**config.mk**
```make
export PLATFORM = sky130hd
export DESIGN_NAME = wallace_sched
export DESIGN_NICKNAME = d
export VERILOG_FILES = /design/src/rtl/wallace_sched_pkg.sv /design/src/rtl/wallace_sched_rr_arb2.sv /design/src/rtl/wallace_sched.sv
export SDC_FILE = /design/constraint.sdc
export NUM_CORES = 1
export LEC_CHECK = 0
export CORE_MARGIN = 2
export CORE_UTILIZATION = 39
export CTS_CLUSTER_DIAMETER = 30
export DETAILED_ROUTE_END_ITERATION = 8
export PLACE_DENSITY = 0.8
export SYNTH_ARGS = -nofsm -noshare
export SYNTH_HDL_FRONTEND = slang
export SYNTH_SLANG_ARGS = --single-unit
```
**constraint.sdc**
```tcl
create_clock -name clk -period 2.3 [get_ports clk]
set_clock_uncertainty 0.05 [all_clocks]
set_input_delay 0.46 -clock clk [delete_from_list [all_inputs] [get_ports clk]]
set_output_delay 0.46 -clock clk [all_outputs]
set_load 0.1 [all_outputs]
```
**src/rtl/wallace_sched_pkg.sv**
```systemverilog
// Shared types and widths for the two-requester multiplier scheduler.
package wallace_sched_pkg;

  localparam int OP_W   = 32;
  localparam int PROD_W = 64;

  typedef enum logic [1:0] {
    IDLE = 2'd0,
    MUL  = 2'd1,
    DONE = 2'd2
  } state_e;

endpackage

```
**src/rtl/wallace_sched_rr_arb2.sv**
```systemverilog
// Two-way round-robin arbiter; the most recent winner loses the next tie.
module rr_arb2 (
  input  logic clk,
  input  logic rst,
  input  logic req0_i,
  input  logic req1_i,
  input  logic en_i,
  input  logic upd_i,
  output logic gnt0_o,
  output logic gnt1_o
);

  // 1 means requester 1 won last, so requester 0 takes the first tie after reset
  logic last_q, last_d;

  always_comb begin
    gnt0_o = en_i & req0_i & (~req1_i | last_q);
    gnt1_o = en_i & req1_i & (~req0_i | ~last_q);
    last_d = last_q;
    if (upd_i) begin
      last_d = gnt1_o;
    end
  end

  always_ff @(posedge clk) begin
    if (rst) begin
      last_q <= 1'b1;
    end else begin
      last_q <= last_d;
    end
  end

endmodule

```
**src/rtl/wallace_sched.sv**
```systemverilog
// Shares one external combinational 32x32 multiplier between two requesters,
// holding operands for MUL_LAT cycles before capturing the 64-bit product.
module wallace_sched
  import wallace_sched_pkg::*;
#(
  parameter int MUL_LAT = 2,
  parameter int CNT_W   = 4
) (
  input  logic                clk,
  input  logic                rst,
  input  logic                req0_valid,
  output logic                req0_ready,
  input  logic [OP_W-1:0]     req0_a,
  input  logic [OP_W-1:0]     req0_b,
  input  logic                req1_valid,
  output logic                req1_ready,
  input  logic [OP_W-1:0]     req1_a,
  input  logic [OP_W-1:0]     req1_b,
  output logic [OP_W-1:0]     mul_a,
  output logic [OP_W-1:0]     mul_b,
  input  logic [PROD_W-1:0]   mul_p,
  output logic                res_valid,
  input  logic                res_ready,
  output logic [PROD_W-1:0]   res_p,
  output logic                res_src,
  output logic                busy
);

  state_e              state_q, state_d;
  logic [CNT_W-1:0]    cnt_q, cnt_d;
  logic [OP_W-1:0]     mul_a_q, mul_a_d;
  logic [OP_W-1:0]     mul_b_q, mul_b_d;
  logic [PROD_W-1:0]   res_p_q, res_p_d;
  logic                res_src_q, res_src_d;
  logic                res_valid_q, res_valid_d;

  logic                arb_en;
  logic                gnt0, gnt1;
  logic                accept;

  assign arb_en = (state_q == IDLE);
  assign accept = gnt0 | gnt1;

  rr_arb2 u_arb (
    .clk    (clk),
    .rst    (rst),
    .req0_i (req0_valid),
    .req1_i (req1_valid),
    .en_i   (arb_en),
    .upd_i  (accept),
    .gnt0_o (gnt0),
    .gnt1_o (gnt1)
  );

  always_comb begin
    state_d     = state_q;
    cnt_d       = cnt_q;
    mul_a_d     = mul_a_q;
    mul_b_d     = mul_b_q;
    res_p_d     = res_p_q;
    res_src_d   = res_src_q;
    res_valid_d = res_valid_q;
    case (state_q)
      IDLE: begin
        if (accept) begin
          state_d   = MUL;
          mul_a_d   = gnt1 ? req1_a : req0_a;
          mul_b_d   = gnt1 ? req1_b : req0_b;
          res_src_d = gnt1;
          cnt_d     = CNT_W'(MUL_LAT - 1);
        end
      end
      // Operands stay frozen here; the product is only trusted once the count expires
      MUL: begin
        if (cnt_q != '0) begin
          cnt_d = cnt_q - CNT_W'(1);
        end else begin
          res_p_d     = mul_p;
          res_valid_d = 1'b1;
          state_d     = DONE;
        end
      end
      DONE: begin
        if (res_ready) begin
          res_valid_d = 1'b0;
          state_d     = IDLE;
        end
      end
      default: begin
        state_d     = IDLE;
        res_valid_d = 1'b0;
      end
    endcase
  end

  always_ff @(posedge clk) begin
    if (rst) begin
      state_q     <= IDLE;
      cnt_q       <= '0;
      mul_a_q     <= '0;
      mul_b_q     <= '0;
      res_p_q     <= '0;
      res_src_q   <= 1'b0;
      res_valid_q <= 1'b0;
    end else begin
      state_q     <= state_d;
      cnt_q       <= cnt_d;
      mul_a_q     <= mul_a_d;
      mul_b_q     <= mul_b_d;
      res_p_q     <= res_p_d;
      res_src_q   <= res_src_d;
      res_valid_q <= res_valid_d;
    end
  end

  assign req0_ready = gnt0;
  assign req1_ready = gnt1;
  assign mul_a      = mul_a_q;
  assign mul_b      = mul_b_q;
  assign res_p      = res_p_q;
  assign res_src    = res_src_q;
  assign res_valid  = res_valid_q;
  assign busy       = (state_q != IDLE);

endmodule

```
Yosys cells after proc, flatten, opt, wreduce, memory -nomap -nowiden

Index checks and enable logic that the tools add are counted.

Flip-flop bits (word level): 137
Input bits: 197
Output and inout bits: 133
Word-level logic and storage cells: 48

$add $sub $neg: 1
Eq/ne operators: 6
Muxes and demuxes: 12
Bitwise logic cells: 12
Reduce and logical (&&, ||, !) cells: 9

Operator list:

| operator                                                              | number |
|---|---|
| 32-bit two-way mux                                                    | 2 |
| 3-bit AND reduction                                                   | 3 |
| 4-bit two-way mux                                                     | 2 |
| 2-bit inequality test, second input constant                          | 4 |
| 4-bit case mux with 2 select lines                                    | 1 |
| 2-bit two-way mux                                                     | 3 |
| 2-bit case mux with 3 select lines                                    | 1 |
| 1-bit inverter                                                        | 5 |
| 1-bit bitwise AND                                                     | 4 |
| 2-bit AND reduction                                                   | 2 |
| 2-bit nonzero test                                                    | 2 |
| 4-bit nonzero test                                                    | 1 |
| 4-bit by 1-bit subtractor with 4-bit output, second input constant    | 1 |
| 1-bit OR                                                              | 3 |
| 1-bit case mux with 3 select lines                                    | 1 |
| 2-bit by 1-bit equality test with 1-bit output, second input constant | 1 |
| 2-bit equality test, second input constant                            | 1 |
| 2-bit zero test                                                       | 1 |
| 1-bit two-way mux                                                     | 2 |

Longest topological paths before layout

Gate-level depths: netlist (run 1).

Word-level depth: 6
Depth in mapped cells: 7
Gate-level depth less buffers: 5

Modules after synthesis

From an unflattened synthesis (run 1), not the netlist that was laid out.

Cells, all modules: 639
Area total of the unflattened synthesis: 5798.1 um^2

Modules (own cells, without submodules):

| module        | instances | cells an instance | area an instance (um^2) | seq. area each (um^2) |
|---|---|---|---|---|
| wallace_sched | 1         | 630               | 5733.0                  | 2722.6 |
| rr_arb2       | 1         | 9                 | 65.1                    | 20.0 |

Least setup slack after synthesis (run 1)

Ideal clock, no wire load.

Kind: input to output
From: input req1_valid
To: output req0_ready
Arrival: 2.455 ns
Required time: 1.790 ns
Slack: -0.665 ns
Cell stages on the path: 4
Buffers on the path: 3
Cells stage by stage: buf_2 buf_2 buf_1 a21oi_1

Longest elaborated chain between the ends: 3

RTL lines:

| what              | line                        | text |
|---|---|---|
| start, declared   | wallace_sched.sv:15         | `input logic req1_valid,` |
| 1-bit inverter    | wallace_sched_rr_arb2.sv:17 | `gnt0_o = en_i & req0_i & (~req1_i \| last_q);` |
| 1-bit OR          | wallace_sched_rr_arb2.sv:17 |  |
| 1-bit bitwise AND | wallace_sched_rr_arb2.sv:17 |  |
| end, declared     | wallace_sched.sv:12         | `output logic req0_ready,` |

No other way between the ends.

Worst setup path after layout (run 1)

From: input req0_valid
To: output req0_ready

Longest elaborated chain between the ends: 2

RTL lines:

| what                           | line                        | text |
|---|---|---|
| start, declared                | wallace_sched.sv:11         | `input logic req0_valid,` |
| 1-bit bitwise AND (2 in a row) | wallace_sched_rr_arb2.sv:17 |  |

No other way between the ends.

==> summary.txt, run 1 <==
Io pins: 330
Dpl ws: 3.085 ps
Switch share: 44.98%
Area of the multi-input gates: 2845 um2
First-pass GRT wire length: 34.64 mm
Final setup vio count: 0
Worst Path Required: 1790 ps
Vias per Instance: 5.787
Net count reported at finish: 1201
CP max stage delay: 470 ps
CTS tree: done
Post-route DRC violation count: 0
Chip height: 127.9 um
Reg2reg start: cnt_q[0]
Syn Nets: 930
Num Clock Sinks: 137
Fmax: 456.5 MHz
Sw Pwr: 0.004617 W
Post-route ant nets: 0
PwrDens: 1055 nW/um2
Share of layout cells above drive strength 1: 19.63%
Congestion Overflow GR: 0
GRT Util Overall: 26.15%
Mean Syn Cell Area: 8.195 um2
Skew-Pair Late Insertion Delay: 410 ps
Hold Path Sink: res_src
H-tree levels: 4
CTS Buf Count: 17
Crit path time final: 2191 ps
Outcome: finished, final reports clean
Final Non-Filler Cells: 1202
Worst-Margin Slew: 605.2 ps
CP max FO: 2
GP Congestion: 0.8042
Ys Warns: 0
Vias in the first global route: 6728
Yosys cell types: 27
Unrepaired setup endpoints after global routing: no
CORE AREA: 15090 um2
VDD IR max: 0.6364 mV
Seq. cell area: 2743 um2
FF+latch count, synth: 137
Via count: 6956
Cell count after synthesis: 731
Leak pwr: 3.629 nW
Largest net degree at the start of global routing: 88
Initial core utilization: 39.70%
R2r worst-path depth: 6
Die Wd: 127.9 um
Sequential area share after synthesis: 45.78%
Commonest non-fill, non-tap cell in the layout: clkdlybuf4s50_1
CTS clk-pin slew, worst paths: 60 ps
Hpwl dp: 14.21 mm
Placed Area: 9119 um2
Most frequent cells in the layout: 194 x clkdlybuf4s50_1, 144 x buf_4, 137 x dfxtp_1
Dpl cells: 1171
Clock root cell: clkbuf_16
Startpoint Class: input port
Worst min-delay path class: reg -> reg
Worst Setup Path Type: in -> out
Routed WL: 21.76 mm
Worst EP arrival: 1680 ps
Port buffer count: 329
Register share of total power: 27.9%
Fin. Hold Viols: 0
Number of synthesized flops with an enable pin: 0
Clock Path Buffers: 2
Cell row count: 45
Crit share post-route: 95.24%
Routed WL per cell: 18.10 um
Reg2reg setup slack: 460 ps
Fin area: 9728 um2
Cell Chain, Critical Path: clkdlybuf4s50_1, or3b_4, a21oi_2, buf_12
Combinational group share of total power: 44.5%
CP max-delay cell: clkdlybuf4s50_1
Post-synth top flop: dfxtp_1
P&R area growth vs syn: 62.39%
Buf/Inv on CP: 2
Reg2reg end: cnt_q[0]
Delay-heaviest family, CP: buffers and inverters
Hold path cells: 2
Power share of the clock group: 27.7%
Max-cap violations: 0
Ant diodes: 0
DRT iter0 DRCs: 407
HP Start: res_src
Power Internal: 0.005647 W
Initial antenna violation count: 0
Slew HR: 59.66%
Async SR Flop Fraction: 0%
CP Capture Type: output pin
Setup WS post-layout: 109.5 ps
Pre-Repair DR Iteration Count: 5
Post-Syn Area: 5991 um2
Total die area: 16370 um2
Filler instances: 1309
Slew Limit Fails: 0
## stage by stage
step | hold slack [ps] | setup TNS, ps | total power [W] | utilization (%)
after floorplan | 415.7 | -47.93 | 0.006211 | -
after global placement | 396.1 | 0 | 0.007449 | 60.43
after detailed placement | 399.6 | 0 | 0.007476 | 60.43
after CTS | 407.6 | 0 | 0.01033 | 64.45
after global routing | 438.7 | 0 | 0.01068 | 64.47
final | 403.7 | 0 | 0.01026 | 64.47
## area by class of cell
cell class / instances / share of cell area [%]
repair buffers: 351 / 33.59
clock inverters: 13 / 1.826
flip-flops and latches: 137 / 28.19
multi-input cells: 488 / 29.25
well taps: 188 / 2.418
inverters: 7 / 0.3087
clock buffers: 18 / 4.412
## flip-flops by register name, indices dropped and copies added (netlist names)
| name | count |
|---|---|
| cnt_q | 4 |
| mul_a | 32 |
| mul_b | 32 |
| res_p | 64 |
| res_src | 1 |
| res_valid | 1 |
| state_q | 2 |
| u_arb.last_q | 1 |
## how the worst max path moves through the flow
stage | from | endpoint | slack, ps | depth (start not counted)
2_1_floorplan | req1_valid | req0_ready | -50 | 4
3_3_place_gp | req0_valid | req0_ready | 9 | 4
3_5_place_dp | req0_valid | req0_ready | 3 | 4
4_1_cts | req0_valid | req0_ready | 3 | 4
5_1_grt | state_q[0] | req1_ready | 70 | 4
6_report | req0_valid | req0_ready | 110 | 4
## cells by family (layout without fill, tap and decap cells)
group	count (synthesis)	count (layout)	synth area share [%]
AO/OA/AOI/OAI	335	335	32.31
adder cells (fa/ha/maj)	2	2	0.4176
buffers and inverters	106	389	7.310
flip-flops	137	137	45.78
AND/OR/NAND/NOR	151	151	14.18
## Yosys cell counts (2+ instances only)
cell type  number  area [um2]
nor2_1          5       18.77
dfxtp_1       137        2743
buf_1           4       15.01
ha_1            2       25.02
or3b_2          2       17.52
nand2_1         6       22.52
inv_1           6       22.52
clkbuf_1       68       255.2
o21ai_0       130       650.6
a21oi_1       135       675.7
or4_1           2       15.01
a311oi_1       64       560.5
buf_2          26       130.1
nand3_1        65       325.3
or3_1           2       12.51
a211oi_1        2       15.01
nand4_1        64       400.4
o221ai_1        2       17.52
## what timing repair did
action	4_1_cts	5_1_grt
hold buffers	0	0
resized for setup	0	1
buffers inserted	0	0
endpoints found under the setup margin	0	1
## metal layers
metal  part of all wire [%]  global-route usage, %
met1                     40                  33.19
met2                     48                  41.43
met3                    8.4                  7.179
met4                    3.8                  12.09
met5                      0                      0
## power by group through the flow
stage	sequential (W)	clock (W)	combinational (W)
CTS	0.00286	0.00289	0.00458
detailed placement	0.00291	0	0.00457
global route	0.00290	0.00299	0.00480
floorplan	0.00502	0	0.00119
global placement	0.00290	0	0.00455
finish	0.00286	0.00284	0.00457
## worst min-delay path, stage by stage, from the launching register on
cell	delay, ps
dfxtp_1	310
nand2_1	50
a21oi_1	50
Note: power is estimated with default switching activity, not from simulation.
==> run 2, diff against run 1 <==
CORE_MARGIN = 5   (was 2)
==> run 2 against run 1 <==
Compared with the run above: maximum frequency rose by 3.9%; die area rose by 9.6%; critical path depth fell by 1; critical path type is now reg -> out; combinational power barely moved; final cell count barely moved.
==> summary.txt, run 2 (same netlist as run 1, synthesis figures left out) <==
Outcome: finished, final reports clean
Crit share post-route: 91.67%
Worst-Margin Slew: 740.5 ps
Commonest non-fill, non-tap cell in the layout: clkdlybuf4s50_1
Setup TNS: 0 ps
GRT Util Overall: 24.22%
Setup Buffers After CTS: 0
Die Wd: 133.9 um
Cell Chain, Critical Path: or3b_4, a21oi_4, buf_12
CTS Buf Count: 17
Worst min-delay path class: reg -> reg
Worst Setup Path Type: reg -> out
Leak pwr: 3.638 nW
Fin area: 9736 um2
Placed Area: 9125 um2
Pre-Repair DR Iteration Count: 5
Delay-heaviest family, CP: simple AND/OR/NAND/NOR gates
Routed WL: 23.43 mm
Worst EP arrival: 1600 ps
Unrepaired setup endpoints after global routing: no
Vias in the first global route: 6558
First-pass GRT wire length: 35.11 mm
Post-route DRC violation count: 0
Routed WL per cell: 19.48 um
Via count: 7004
CP max-delay cell: or3b_4
Initial antenna violation count: 0
H-tree levels: 4
Largest net degree at the start of global routing: 80
Fmax: 474.3 MHz
Setup WS post-layout: 191.7 ps
Worst Path Required: 1790 ps
Slew HR: 50.63%
CP Capture Type: output pin
Buf/Inv on CP: 1
Skew-Pair Late Insertion Delay: 410 ps
Seq. cell area: 2743 um2
Port buffer count: 329
Num Clock Sinks: 137
Most frequent cells in the layout: 193 x clkdlybuf4s50_1, 145 x buf_4, 137 x dfxtp_1
Chip height: 133.9 um
Final setup vio count: 0
P&R area growth vs syn: 62.51%
Initial core utilization: 39.55%
CTS tree: done
Hpwl dp: 15.78 mm
GP Congestion: 0.7955
Slew Limit Fails: 0
Cell row count: 45
Final core occ: 64.28%
VDD IR max: 0.5563 mV
Startpoint Class: flip-flop
Total die area: 17940 um2
Max reg flops: 64
Dpl ws: -97.66 ps
Ant diodes: 0
Clock Path Buffers: 2
Clock root cell: clkbuf_16
CP max FO: 7
Net count reported at finish: 1202
Fin. Hold Viols: 0
CP max stage delay: 450 ps
DRT iter0 DRCs: 387
Filler instances: 1353
Max-cap violations: 0
Congestion Overflow GR: 0
Vias per Instance: 5.822
Post-route ant nets: 0
Share of layout cells above drive strength 1: 19.31%
Crit path time final: 2108 ps
Area of the multi-input gates: 2851 um2
CORE AREA: 15150 um2
PwrDens: 1053 nW/um2
Io pins: 330
CTS clk-pin slew, worst paths: 60 ps
-- run 2: changes by cell type in the layout (fill, tap and decap cells not counted), sizes merged --
cell           delta
clkinvlp          -1
clkinv            -3
clkbuf            +6
buf               +1
inv               -1
dlymetal6s2s      +1
bufinv            -1
clkdlybuf4s50     -1
-- run 2: path summary, 6_finish.rpt --
check | start | end | slack (ps) | cells past startpoint
max | state_q[1] | req0_ready | 190 | 3
min | res_valid | res_valid | 420 | 2
max reg2reg | state_q[1] | mul_a[9] | 470 | 4
min reg2reg | res_valid | res_valid | 420 | 2
-- run 2: timing repair --
item,in CTS,in global routing
setup endpoints to repair,1,1
gates resized for setup,2,1
hold buffers,0,0
hold endpoints to repair,0,0
-- run 2: stage by stage --
step	power [W]	std cells	hold slack (ps)
after floorplan	0.006211	731	415.7
after global placement	0.007478	1172	396.7
after detailed placement	0.007511	1172	406.6
after CTS	0.01030	1203	415.4
after global routing	0.01063	1203	440.0
final	0.01025	1203	416.3
-- run 2: worst reg2reg max path: stages, from the launching register on --
cell      delay, ps
dfxtp_1         380
nor2_4          170
buf_4           600
nand4_1         230
a311oi_1        310
-- run 2: final cells by class --
| type | count | area share (%) |
|---|---|---|
| Tap cell | 188 | 2.416 |
| Clock inverter | 7 | 1.195 |
| Timing Repair Buffer | 352 | 33.67 |
| Multi-Input combinational cell | 488 | 29.29 |
| Sequential cell | 137 | 28.17 |
| Clock buffer | 24 | 4.948 |
| Inverter | 7 | 0.3084 |
-- run 2: report_power, final --
group	total (W)	leakage [nW]	internal, W	switching [W]
combinational	0.00459	2.22	0.00116	0.00343
clock	0.00279	0.290	0.00178	0.00100
sequential	0.00287	1.13	0.00269	0.000176
-- run 2: per-layer routing --
metal / wire length (um) / track usage, %
met2: 11490 / 40.65
met5: 0 / 0
met1: 9155 / 29.14
met4: 593 / 8.743
met3: 2186 / 7.764
